File: src/rtl/axi_boundary_write_splitter.sv
// ---------------------------------------------------------------------------
// axi_boundary_write_splitter
//
// Takes one write burst (start byte address + length) and its data beats from
// an upstream write master. It reissues the burst downstream as one or more
// sub-bursts so that no sub-burst crosses a 2^BOUNDARY_W-byte address
// boundary. It generates m_wlast for each sub-burst and pulses done once the
// whole burst has been written.
//
// Ports
//   clk, rst        clock, synchronous active-high reset
//   s_cmd_*         upstream burst command (s_addr, s_len = beats-1)
//   s_w*            upstream data beats (valid/ready, data, strobes)
//   m_cmd_*         downstream sub-burst command (m_addr, m_len = beats-1)
//   m_w*            downstream data beats, plus m_wlast per sub-burst
//   done            one-cycle pulse after the final beat of the whole burst
//   busy            high whenever the block is not idle
// ---------------------------------------------------------------------------
module axi_boundary_write_splitter #(
    parameter int ADDR_W     = 32,
    parameter int DATA_W     = 32,
    parameter int BOUNDARY_W = 12,
    parameter int LEN_W      = 8
) (
    input  logic                clk,
    input  logic                rst,

    input  logic                s_cmd_valid,
    output logic                s_cmd_ready,
    input  logic [ADDR_W-1:0]   s_addr,
    input  logic [LEN_W-1:0]    s_len,

    input  logic                s_wvalid,
    output logic                s_wready,
    input  logic [DATA_W-1:0]   s_wdata,
    input  logic [DATA_W/8-1:0] s_wstrb,

    output logic                m_cmd_valid,
    input  logic                m_cmd_ready,
    output logic [ADDR_W-1:0]   m_addr,
    output logic [LEN_W-1:0]    m_len,

    output logic                m_wvalid,
    input  logic                m_wready,
    output logic [DATA_W-1:0]   m_wdata,
    output logic [DATA_W/8-1:0] m_wstrb,
    output logic                m_wlast,

    output logic                done,
    output logic                busy
);

    localparam int BYTES = DATA_W / 8;
    localparam int OFF_W = $clog2(BYTES);
    // Beat counts run up to 2^LEN_W, so they need one extra bit.
    localparam int CNT_W = LEN_W + 1;
    // Common width for comparing remaining beats against boundary room.
    localparam int CMP_W = (CNT_W > BOUNDARY_W + 1) ? CNT_W : BOUNDARY_W + 1;

    typedef enum logic [1:0] {
        IDLE  = 2'd0,
        ISSUE = 2'd1,
        DATA  = 2'd2
    } state_t;

    state_t              state_reg, state_next;
    logic [ADDR_W-1:0]   cur_addr_reg, cur_addr_next;
    logic [CNT_W-1:0]    rem_reg, rem_next;
    logic [CNT_W-1:0]    cnt_reg, cnt_next;
    logic [CNT_W-1:0]    sub_reg, sub_next;
    logic                done_reg, done_next;
    // Keeps s_cmd_ready low for one cycle after reset is released.
    logic                rst_d_reg;

    logic [ADDR_W-1:0]   aligned;
    logic [BOUNDARY_W:0] room;
    logic [CMP_W-1:0]    rem_ext;
    logic [CMP_W-1:0]    room_ext;
    logic [CNT_W-1:0]    sub;
    logic                beat;

    // Beat-aligned start and the number of whole beats left before the next
    // boundary. For an address already on a boundary, room is the full
    // boundary size in beats, which is why the extra top bit is needed.
    always_comb begin
        aligned  = cur_addr_reg & ~ADDR_W'(BYTES - 1);
        room     = ({1'b1, {BOUNDARY_W{1'b0}}} - {1'b0, aligned[BOUNDARY_W-1:0]}) >> OFF_W;
        rem_ext  = CMP_W'(rem_reg);
        room_ext = CMP_W'(room);
        // room is only selected when it is <= rem, so the narrowing cast is lossless.
        sub      = (rem_ext < room_ext) ? rem_reg : CNT_W'(room);
    end

    assign beat = s_wvalid && m_wready;

    always_comb begin
        state_next    = state_reg;
        cur_addr_next = cur_addr_reg;
        rem_next      = rem_reg;
        cnt_next      = cnt_reg;
        sub_next      = sub_reg;
        done_next     = 1'b0;

        s_cmd_ready   = 1'b0;
        m_cmd_valid   = 1'b0;
        m_wvalid      = 1'b0;
        s_wready      = 1'b0;
        m_wlast       = 1'b0;
        m_addr        = cur_addr_reg;
        m_len         = LEN_W'(sub - CNT_W'(1));
        m_wdata       = s_wdata;
        m_wstrb       = s_wstrb;

        case (state_reg)
            IDLE: begin
                s_cmd_ready = ~rst_d_reg;
                if (s_cmd_valid && !rst_d_reg) begin
                    cur_addr_next = s_addr;
                    rem_next      = CNT_W'(s_len) + CNT_W'(1);
                    state_next    = ISSUE;
                end
            end

            ISSUE: begin
                m_cmd_valid = 1'b1;
                if (m_cmd_ready) begin
                    cnt_next   = sub;
                    sub_next   = sub;
                    state_next = DATA;
                end
            end

            DATA: begin
                m_wvalid = s_wvalid;
                s_wready = m_wready;
                m_wlast  = (cnt_reg == CNT_W'(1));
                if (beat) begin
                    cnt_next = cnt_reg - CNT_W'(1);
                    if (cnt_reg == CNT_W'(1)) begin
                        // The next sub-burst starts right after this one.
                        // It lands on a boundary whenever more data remains.
                        cur_addr_next = aligned + (ADDR_W'(sub_reg) << OFF_W);
                        rem_next      = rem_reg - sub_reg;
                        if (rem_reg == sub_reg) begin
                            state_next = IDLE;
                            done_next  = 1'b1;
                        end else begin
                            state_next = ISSUE;
                        end
                    end
                end
            end

            default: begin
                state_next = IDLE;
            end
        endcase

        // While reset is held, nothing handshakes, whatever the state.
        if (rst) begin
            s_cmd_ready = 1'b0;
            m_cmd_valid = 1'b0;
            m_wvalid    = 1'b0;
            s_wready    = 1'b0;
            m_wlast     = 1'b0;
        end
    end

    assign done = done_reg && !rst;
    assign busy = (state_reg != IDLE) && !rst;

    always_ff @(posedge clk) begin
        rst_d_reg <= rst;
        if (rst) begin
            state_reg    <= IDLE;
            cur_addr_reg <= '0;
            rem_reg      <= '0;
            cnt_reg      <= '0;
            sub_reg      <= '0;
            done_reg     <= 1'b0;
        end else begin
            state_reg    <= state_next;
            cur_addr_reg <= cur_addr_next;
            rem_reg      <= rem_next;
            cnt_reg      <= cnt_next;
            sub_reg      <= sub_next;
            done_reg     <= done_next;
        end
    end

endmodule

File: config.mk
export PLATFORM = sky130hd
export DESIGN_NAME = axi_boundary_write_splitter
export DESIGN_NICKNAME = d
export VERILOG_FILES = /design/src/rtl/axi_boundary_write_splitter.sv
export SDC_FILE = /design/constraint.sdc
export NUM_CORES = 1
export LEC_CHECK = 0
export CORE_ASPECT_RATIO = 1.75
export CORE_MARGIN = 2
export CORE_UTILIZATION = 52
export CTS_BUF_LIST = sky130_fd_sc_hd__clkbuf_16
export DETAILED_ROUTE_END_ITERATION = 6
export PLACE_DENSITY = 0.9
export RECOVER_POWER = 25
export SLEW_MARGIN = 20
export SYNTH_ARGS = -nofsm -noshare
export SYNTH_HDL_FRONTEND = slang
export SYNTH_SLANG_ARGS = --single-unit
File: constraint.sdc
create_clock -name clk -period 13.82 [get_ports clk]
set_input_delay 2.764 -clock clk [delete_from_list [all_inputs] [get_ports clk]]
set_output_delay 2.764 -clock clk [all_outputs]
set_load 0.02 [all_outputs]
## Yosys cells after proc, flatten, opt, wreduce, memory -nomap -nowiden

Index checks and enable logic that the tools add are counted.

- Output and inout port bits: 83
- Register bits: 63
- Input bits: 82

- Add/sub/neg operators: 6
- Eq/ne operators: 8
- Bitwise operators: 4
- $lt $le $gt $ge: 1
- Multiplexer cells: 29
- Reductions and logical operators: 15

Operator list:

| cell | number |
|---|---|
| $mux 32 | 3 |
| $pmux 32 s2 | 1 |
| $mux 9 | 6 |
| $pmux 9 s2 | 2 |
| $add 32x11->32 | 1 |
| $sub 13x12->13 const A | 1 |
| $mux 1 | 12 |
| $lt 9x11->1 | 1 |
| $add 8x1->9 const B | 1 |
| $eq 9x1->1 const B | 1 |
| $eq 9x9->1 | 1 |
| $sub 9x1->9 const B | 1 |
| $sub 9x9->9 | 1 |
| $mux 2 | 4 |
| $ne 2x2->1 const B | 4 |
| $reduce_and 4->1 | 2 |
| $sub 8x1->8 const B | 1 |
| $pmux 2 s3 | 1 |
| $reduce_bool 2->1 | 3 |
| $logic_and 1x1->1 | 4 |
| $not 1->1 | 4 |
| $reduce_or 4->1 | 1 |
| $reduce_and 3->1 | 1 |
| $eq 2x1->1 const B | 1 |
| other kinds (4) | 5 |

## Depth between registers and ports, before layout

Gate-level depths: netlist (run 1).

- Depth after elaboration: 5
- Mapped depth: 16

## Worst setup path before layout (run 1)

OpenSTA, ideal clock, no wires.

- Path kind: reg2out
- From: reg cur_addr_reg[3], in the netlist m_addr[3]
- To: out m_len[6]
- Arrival: 4.888 ns
- Slack: 6.168 ns
- Buffers on the path: 0
- Required time: 11.056 ns
- Stages on the path, launching flop included: 17
- Path through: dfxtp_1 -> inv_1 -> ha_1 -> or4b_2 -> nor2_1 -> xnor2_1 -> inv_1 -> ha_1 -> nand4_1 -> or3_1 -> a311oi_4 -> mux2i_1 -> ha_1 -> or4bb_1 -> xnor2_1 -> nor2_1 -> a21oi_1

- Longest elaborated chain between the ends: 4

Ends and longest elaborated chain:

| item | line | RTL |
|---|---|---|
| start: declaration | 67 | `logic [ADDR_W-1:0] cur_addr_reg, cur_addr_next;` |
| start signal: assignment | 183 | `cur_addr_reg <= cur_addr_next;` |
| $sub 13x12->13 (*) | 87 | `room = ({1'b1, {BOUNDARY_W{1'b0}}} - {1'b0, aligned[BOUNDARY_W-1:0]}) >> OFF_W;` |
| $lt 9x11->1 | 91 | `sub = (rem_ext < room_ext) ? rem_reg : CNT_W'(room);` |
| $mux 9 (*) | 91 |  |
| $sub 8x1->8 (*) | 110 | `m_len = LEN_W'(sub - CNT_W'(1));` |
| end: declaration | 41 | `output logic [LEN_W-1:0] m_len,` |

Every way passes the cells marked *; elsewhere a longest branch is shown, timed or not.

## Worst setup path after layout (run 1)

- From: in rst
- To: out m_wlast

- Longest elaborated chain between the ends: 1

Ends and longest elaborated chain:

| item | line | RTL |
|---|---|---|
| start: declaration | 26 | `input logic rst,` |
| $mux 1 | 160 | `if (rst) begin` |
| end: declaration | 47 | `output logic m_wlast,` |

No other way between the ends.

==> flow_summary.yaml, run 1 <==
placement:
  postPlaceCellArea_sq_um: 5960
  gp_congestion: 0.916
  dp.cells: 840
  post-dp-hpwl_mm: 12.1
  io_buffers: 92
outcome:
  violations: "max-capacitance violations, max-slew violations"
  outcome: "finished with violations"
clock_network:
  cts_root_buf: "clkbuf_16"
  clk_pin_slew_ns: 0.05
  cts_num_sinks: 63
  cts_inserted_buffers: 9
  cts_resized: 0
  postCtsSetupBuffers: 0
  cts_tree: "built"
  clock_path_buffers: 2
  htreeDepth: 3
  ctsHoldBuffers: 0
  clock_latency_ns: 0.34
setup_path:
  cp_max_fo: 78
  reg2reg_depth: 13
  cpPeakStageDelay_ns: 2.39
  cp.required_ns: 11.06
  crit_path_end: "m_wlast"
  worstSetupStartpointType: "input pin"
  timing.rr.start: "m_addr[3]"
  crit_start: "rst"
  reg2reg_slack_ns: 9.71
  reg2reg_to: "cnt_reg[2]"
  path_cells: "buf_2 > clkbuf_1 > nor4_1 > clkdlybuf4s50_1"
  crit_arrival_ns: 6.28
  crit_slowest_cell: "clkbuf_1"
  worstSetupPathType: "input pin to output pin"
  worstSetupEndpointType: "output pin"
timing:
  skew_ns: 0.00364
  max_slew_margin_pct: -126
  worstMarginPinSlew_ns: 3.39
  slew_viol_final: 79
  layout_worst_path_cycle_share_pct: 65.4
  whs_ns: 0.457
  fin_crit_ns: 9.04
  max_freq_ghz: 0.111
  report.final.hold_viol_count: 0
  setup_violations: 0
  finalSetupTns_ns: 0
  rsz0062_at_grt: "false"
finish:
  fillerInstances: 849
  largest_reg_flops: 32
  regArea_sq_um: 1260
  synthToLayoutAreaGrowth_pct: 19.1
  fin_nets: 840
  drive_gt1_share_pct: 5.34
  multiInputGateArea_sq_um: 3440
  final_cells: 856
  final_cell_area_sq_um: 6250
  n_antenna_cell: 0
drt:
  drc_errors: 0
  wl_mm: 16.4
  antenna_left: 0
  vias_per_cell: 6.40
  drtIter0Drc: 393
  num_vias: 5482
  wl_per_cell_microns: 19.1
  drt-pass1-iter-count: 5
synth:
  yosys.area.top_type_share_pct: 24.0
  synthMuxAreaShare_pct: 3.12
  synth_cell_types: 73
  yosysWarnings: 0
  async_flop_share_pct: 0
  netlist_area_sq_um: 5250
  syn_inst: 691
  synth_xor_area_share_pct: 5.51
  ys_ff_latch: 63
  netlist_top_cells_count: "nor2_1 (70), dfxtp_1 (63), a21oi_1 (50)"
  synth_compound_area_share_pct: 25.0
  syn-mean-instance-area_sq_um: 7.59
  synthSimpleGateAreaFrac_pct: 23.7
  synth_edf_count: 0
  synth_fa_ha_area_share_pct: 7.92
  syn_nets: 805
  synth.area.top_cells: "dfxtp_1 (24%), ha_1 (7.2%), buf_4 (5.2%), nor2_1 (5.0%), a21oi_1 (4.8%)"
  ys_seq_area_share_pct: 24.0
  ys.flop_type: "dfxtp_1"
  yosysTopAreaCell: "dfxtp_1"
  synth_top_family_by_area: "compound AO/OA/AOI/OAI gates"
  synth.most_common_cell: "nor2_1"
global_route:
  grt_use_total_pct: 30.2
  grt_max_degree: 79
  grt_pass1_vias: 5327
  grt_pass1_wl_mm: 26.0
  antenna_found_initial: 0
  gr-total-overflow: 0
floorplanning:
  fp-row-count: 48
  die_w_microns: 79.9
  die-area_sq_um: 10900
  core-area_sq_um: 9850
  die_h_microns: 137
  pin_count: 165
  start_util_pct: 53.3
min_path:
  hp-class: "flop to flop"
power:
  leakage_nw: 2.34
  peakVddDrop_v: 0.0000916
  power.density_nw_per_um2: 119
flow_run:
  cap_viol_max_count: 1
-- stage by stage --
step | total power, mW | util [%] | worst slack [ns]
CTS | 0.740 | 63.5 | 5.34
global placement | 0.513 | 60.5 | 5.82
detailed placement | 0.521 | 60.5 | 5.70
finish | 0.743 | 63.4 | 4.78
global route | 0.781 | 63.4 | 4.57
floorplan | 0.436 | - | 6.17
-- worst max-delay path, delay by kind of cell --
kind	cells	cell delay, ns
AND/OR/NAND/NOR	1	0.35
buffers and inverters	3	3.16
-- cell families (layout without fill, tap and decap cells) --
| kind of cell | after synthesis | after routing |
|---|---|---|
| AO/OA/AOI/OAI | 194 | 194 |
| adder cells (fa/ha/maj) | 32 | 32 |
| XOR/XNOR | 33 | 33 |
| multiplexers | 16 | 16 |
| buffers and inverters | 110 | 150 |
| AND/OR/NAND/NOR | 243 | 243 |
| flip-flops | 63 | 63 |
-- area by class of cell --
type	instances	share of cell area, %
Sequential cell	63	20.2
Tap cell	125	2.50
Inverter	35	2.10
Clock buffer	9	3.61
Clock inverter	7	1.02
Multi-Input combinational cell	518	55.1
Timing Repair Buffer	99	15.4
-- layout by cell type, fill, tap and decap left out, types with 6 or more instances in the layout --
| master | n |
|---|---|
| a211oi_1 | 23 |
| a21oi_1 | 50 |
| a311oi_1 | 9 |
| and3_1 | 6 |
| buf_4 | 6 |
| clkbuf_16 | 9 |
| clkdlybuf4s50_1 | 67 |
| dfxtp_1 | 63 |
| dlygate4sd3_1 | 24 |
| ha_1 | 30 |
| inv_1 | 35 |
| mux2i_1 | 13 |
| nand2_1 | 49 |
| nand2b_1 | 8 |
| nand3_1 | 15 |
| nand4_1 | 6 |
| nor2_1 | 68 |
| nor2b_1 | 10 |
| nor3_1 | 26 |
| nor4_1 | 14 |
| o211ai_1 | 7 |
| o21a_1 | 7 |
| o21ai_0 | 33 |
| o21bai_1 | 6 |
| o22ai_1 | 8 |
| o31ai_1 | 6 |
| or4_1 | 7 |
| xnor2_1 | 23 |
| xor2_1 | 10 |
-- layer usage --
layer / track usage [%] / share of wire [%] / vias up
met5: 0 / 0 / -
li1: - / - / 2567
met2: 53.8 / 52 / 268
met1: 31.9 / 36 / 2563
met3: 4.42 / 5.6 / 84
met4: 20.6 / 6.6 / 0
-- report_power, final --
group	internal [mW]	switching, mW	leakage (nW)
clock	0.138	0.0840	0.140
combinational	0.128	0.169	1.69
sequential	0.197	0.0261	0.514
-- worst min-delay path by stage --
stage                     from    endpoint  slack (ns)  cells after the start
floorplan           cnt_reg[7]  cnt_reg[7]        0.45                      2
CTS                  m_addr[1]   m_addr[1]        0.46                      2
detailed placement   m_addr[1]   m_addr[1]        0.45                      2
finish               m_addr[1]   m_addr[1]        0.46                      2
global route         m_addr[1]   m_addr[1]        0.48                      2
global placement     m_addr[0]   m_addr[0]        0.44                      2
(Power assumes the default switching activity.)
==> run 2: changes to the inputs <==
Settings changed: CORE_UTILIZATION 52 to 48, PLACE_DENSITY 0.9 to 0.84.
Clock period 13.82 ns to 9.4 ns, I/O delays scaled along.
==> flow_summary.yaml, run 2 (synthesized netlist as in run 1, its figures left out) <==
global_route:
  grt_pass1_wl_mm: 25.9
  grt_use_total_pct: 27.1
  grt.met2_usage_pct: 50.3
  grt_pass1_vias: 5387
  gr-total-overflow: 0
  grt_max_degree: 52
  antenna_found_initial: 0
  use_met3_pct: 3.65
  met1_usage_pct: 27.0
  globalRoute.busiestLayer: "met2"
finish:
  synthToLayoutAreaGrowth_pct: 20.0
  layout_common_cells: "nor2_1 (68), dfxtp_1 (63), clkdlybuf4s50_1 (58)"
  drive_gt1_share_pct: 5.19
  fin_nets: 841
  n_antenna_cell: 0
  layout_commonest_cell: "nor2_1"
  largest_reg_flops: 32
  final_cell_area_sq_um: 6300
power:
  p_total_mw: 1.14
  peakVddDrop_v: 0.000134
  leakage_nw: 2.39
  power.density_nw_per_um2: 182
floorplanning:
  die_h_microns: 142
  die_w_microns: 83.0
  core-area_sq_um: 10700
  die-area_sq_um: 11800
  fp-row-count: 50
  start_util_pct: 49.0
  pin_count: 165
setup_path:
  cp_max_fo: 23
  worstSetupEndpointType: "output pin"
  crit_arrival_ns: 5.80
  crit_path_frequent_cell: "ha_1"
  cp.required_ns: 7.52
  path_cells: "inv_1 > ha_1 > or4b_2 > nor2_1 > xnor2_1 > inv_1 > ha_1 > nand4_1 > or3_1 > a311oi_4 > buf_4 > mux2i_1 > ha_1 > or4bb_1 > xnor2_1 > nor2_1 > a21oi_1 > clkdlybuf4s50_1"
  worstSetupPathType: "flop to output pin"
  cpPeakStageDelay_ns: 0.63
  worstSetupStartpointType: "flop"
  crit_slowest_cell: "or4b_2"
drt:
  drtIter0Drc: 319
  wl_per_cell_microns: 19.0
  drt-pass1-iter-count: 5
  antenna_left: 0
  num_vias: 5420
  wl_mm: 16.4
  vias_per_cell: 6.29
  drc_errors: 0
timing:
  slew_viol_final: 0
  finalSetupTns_ns: 0
  rsz0062_at_grt: "false"
  setup_violations: 0
  max_freq_ghz: 0.130
  layout_worst_path_cycle_share_pct: 81.7
  skew_ns: 0.00459
  max_slew_margin_pct: 17.9
  worstMarginPinSlew_ns: 1.22
  report.final.hold_viol_count: 0
  fin_crit_ns: 7.68
placement:
  io_buffers: 92
  postPlaceCellArea_sq_um: 5970
  post-dp-hpwl_mm: 12.1
  gp_congestion: 0.896
flow_run:
  cap_viol_max_count: 0
clock_network:
  postCtsSetupBuffers: 0
  cts_inserted_buffers: 9
  clk_pin_slew_ns: 0.05
  cts_resized: 0
  cts_num_sinks: 63
  htreeDepth: 3
  cts_tree: "built"
  cts_root_buf: "clkbuf_16"
  clock_path_buffers: 2
  ctsHoldBuffers: 0
  clock_latency_ns: 0.34
min_path:
  hp-class: "flop to flop"
outcome:
  outcome: "completed"
[run 2: changes by cell type in the layout (fill, tap and decap cells not counted)]
cell | previous run | this run
buf_2 | 1 | 0
clkdlybuf4s50_1 | 67 | 58
dlygate4sd3_1 | 24 | 33
clkinvlp_4 | 1 | 2
nor3_2 | 2 | 1
buf_4 | 6 | 8
nor3_1 | 26 | 28
nor3_4 | 1 | 0
clkinv_2 | 2 | 0
clkinv_4 | 1 | 0
inv_1 | 35 | 36
bufinv_16 | 1 | 3
clkinv_1 | 2 | 1
[run 2: area by class of cell]
| cell class | count | area [sq um] |
|---|---|---|
| sequential | 63 | 1260 |
| fill | 974 | 4400 |
| inverter | 35 | 131 |
| clock inverter | 7 | 113 |
| tap | 130 | 163 |
| multi-input combinational | 518 | 3430 |
| clock buffer | 9 | 225 |
| timing repair buffer | 100 | 975 |
[run 2: path summary, 6_finish.rpt]
path	start	end	slack [ns]	depth (start not counted)
min reg2reg	m_addr[0]	m_addr[0]	0.46	2
max reg2reg	m_addr[3]	cnt_reg[6]	5.36	13
max	m_addr[3]	m_len[6]	1.72	18
min	m_addr[0]	m_addr[0]	0.46	2
[run 2: worst max-delay path, delay by kind of cell, from the launching register on]
kind / cells / cell delay (ns)
AND/OR/NAND/NOR: 6 / 1.84
buffers and inverters: 4 / 1.14
adder cells (fa/ha/maj): 3 / 0.88
multiplexers: 1 / 0.45
XOR/XNOR: 2 / 0.43
AO/OA/AOI/OAI: 2 / 0.36
flip-flops: 1 / 0.35
[run 2: through the flow]
stage                     utilization [%]  instances  hold WS, ns  worst slack [ns]
final                                58.9        862        0.458              1.72
after global routing                 58.9        862        0.491              1.37
after CTS                            59.0        862        0.459              1.73
after detailed placement             55.8        846        0.451              2.09
after global placement               55.8        846        0.440              2.29
after floorplan                         -        691        0.451              2.63
[run 2: power by group]
group	switching (mW)	leakage (nW)	internal (mW)	total [mW]
combinational	0.246	1.71	0.188	0.434
sequential	0.0377	0.514	0.290	0.328
clock	0.126	0.160	0.257	0.383
total	0.410	2.39	0.735	1.14
[run 2: metal layers]
layer  vias to the layer above  part of all wire [%]
li1                       2555                     -
met1                      2544                    36
met2                       245                    52
met3                        76                   5.1
met4                         0                   6.6
met5                         -                     0
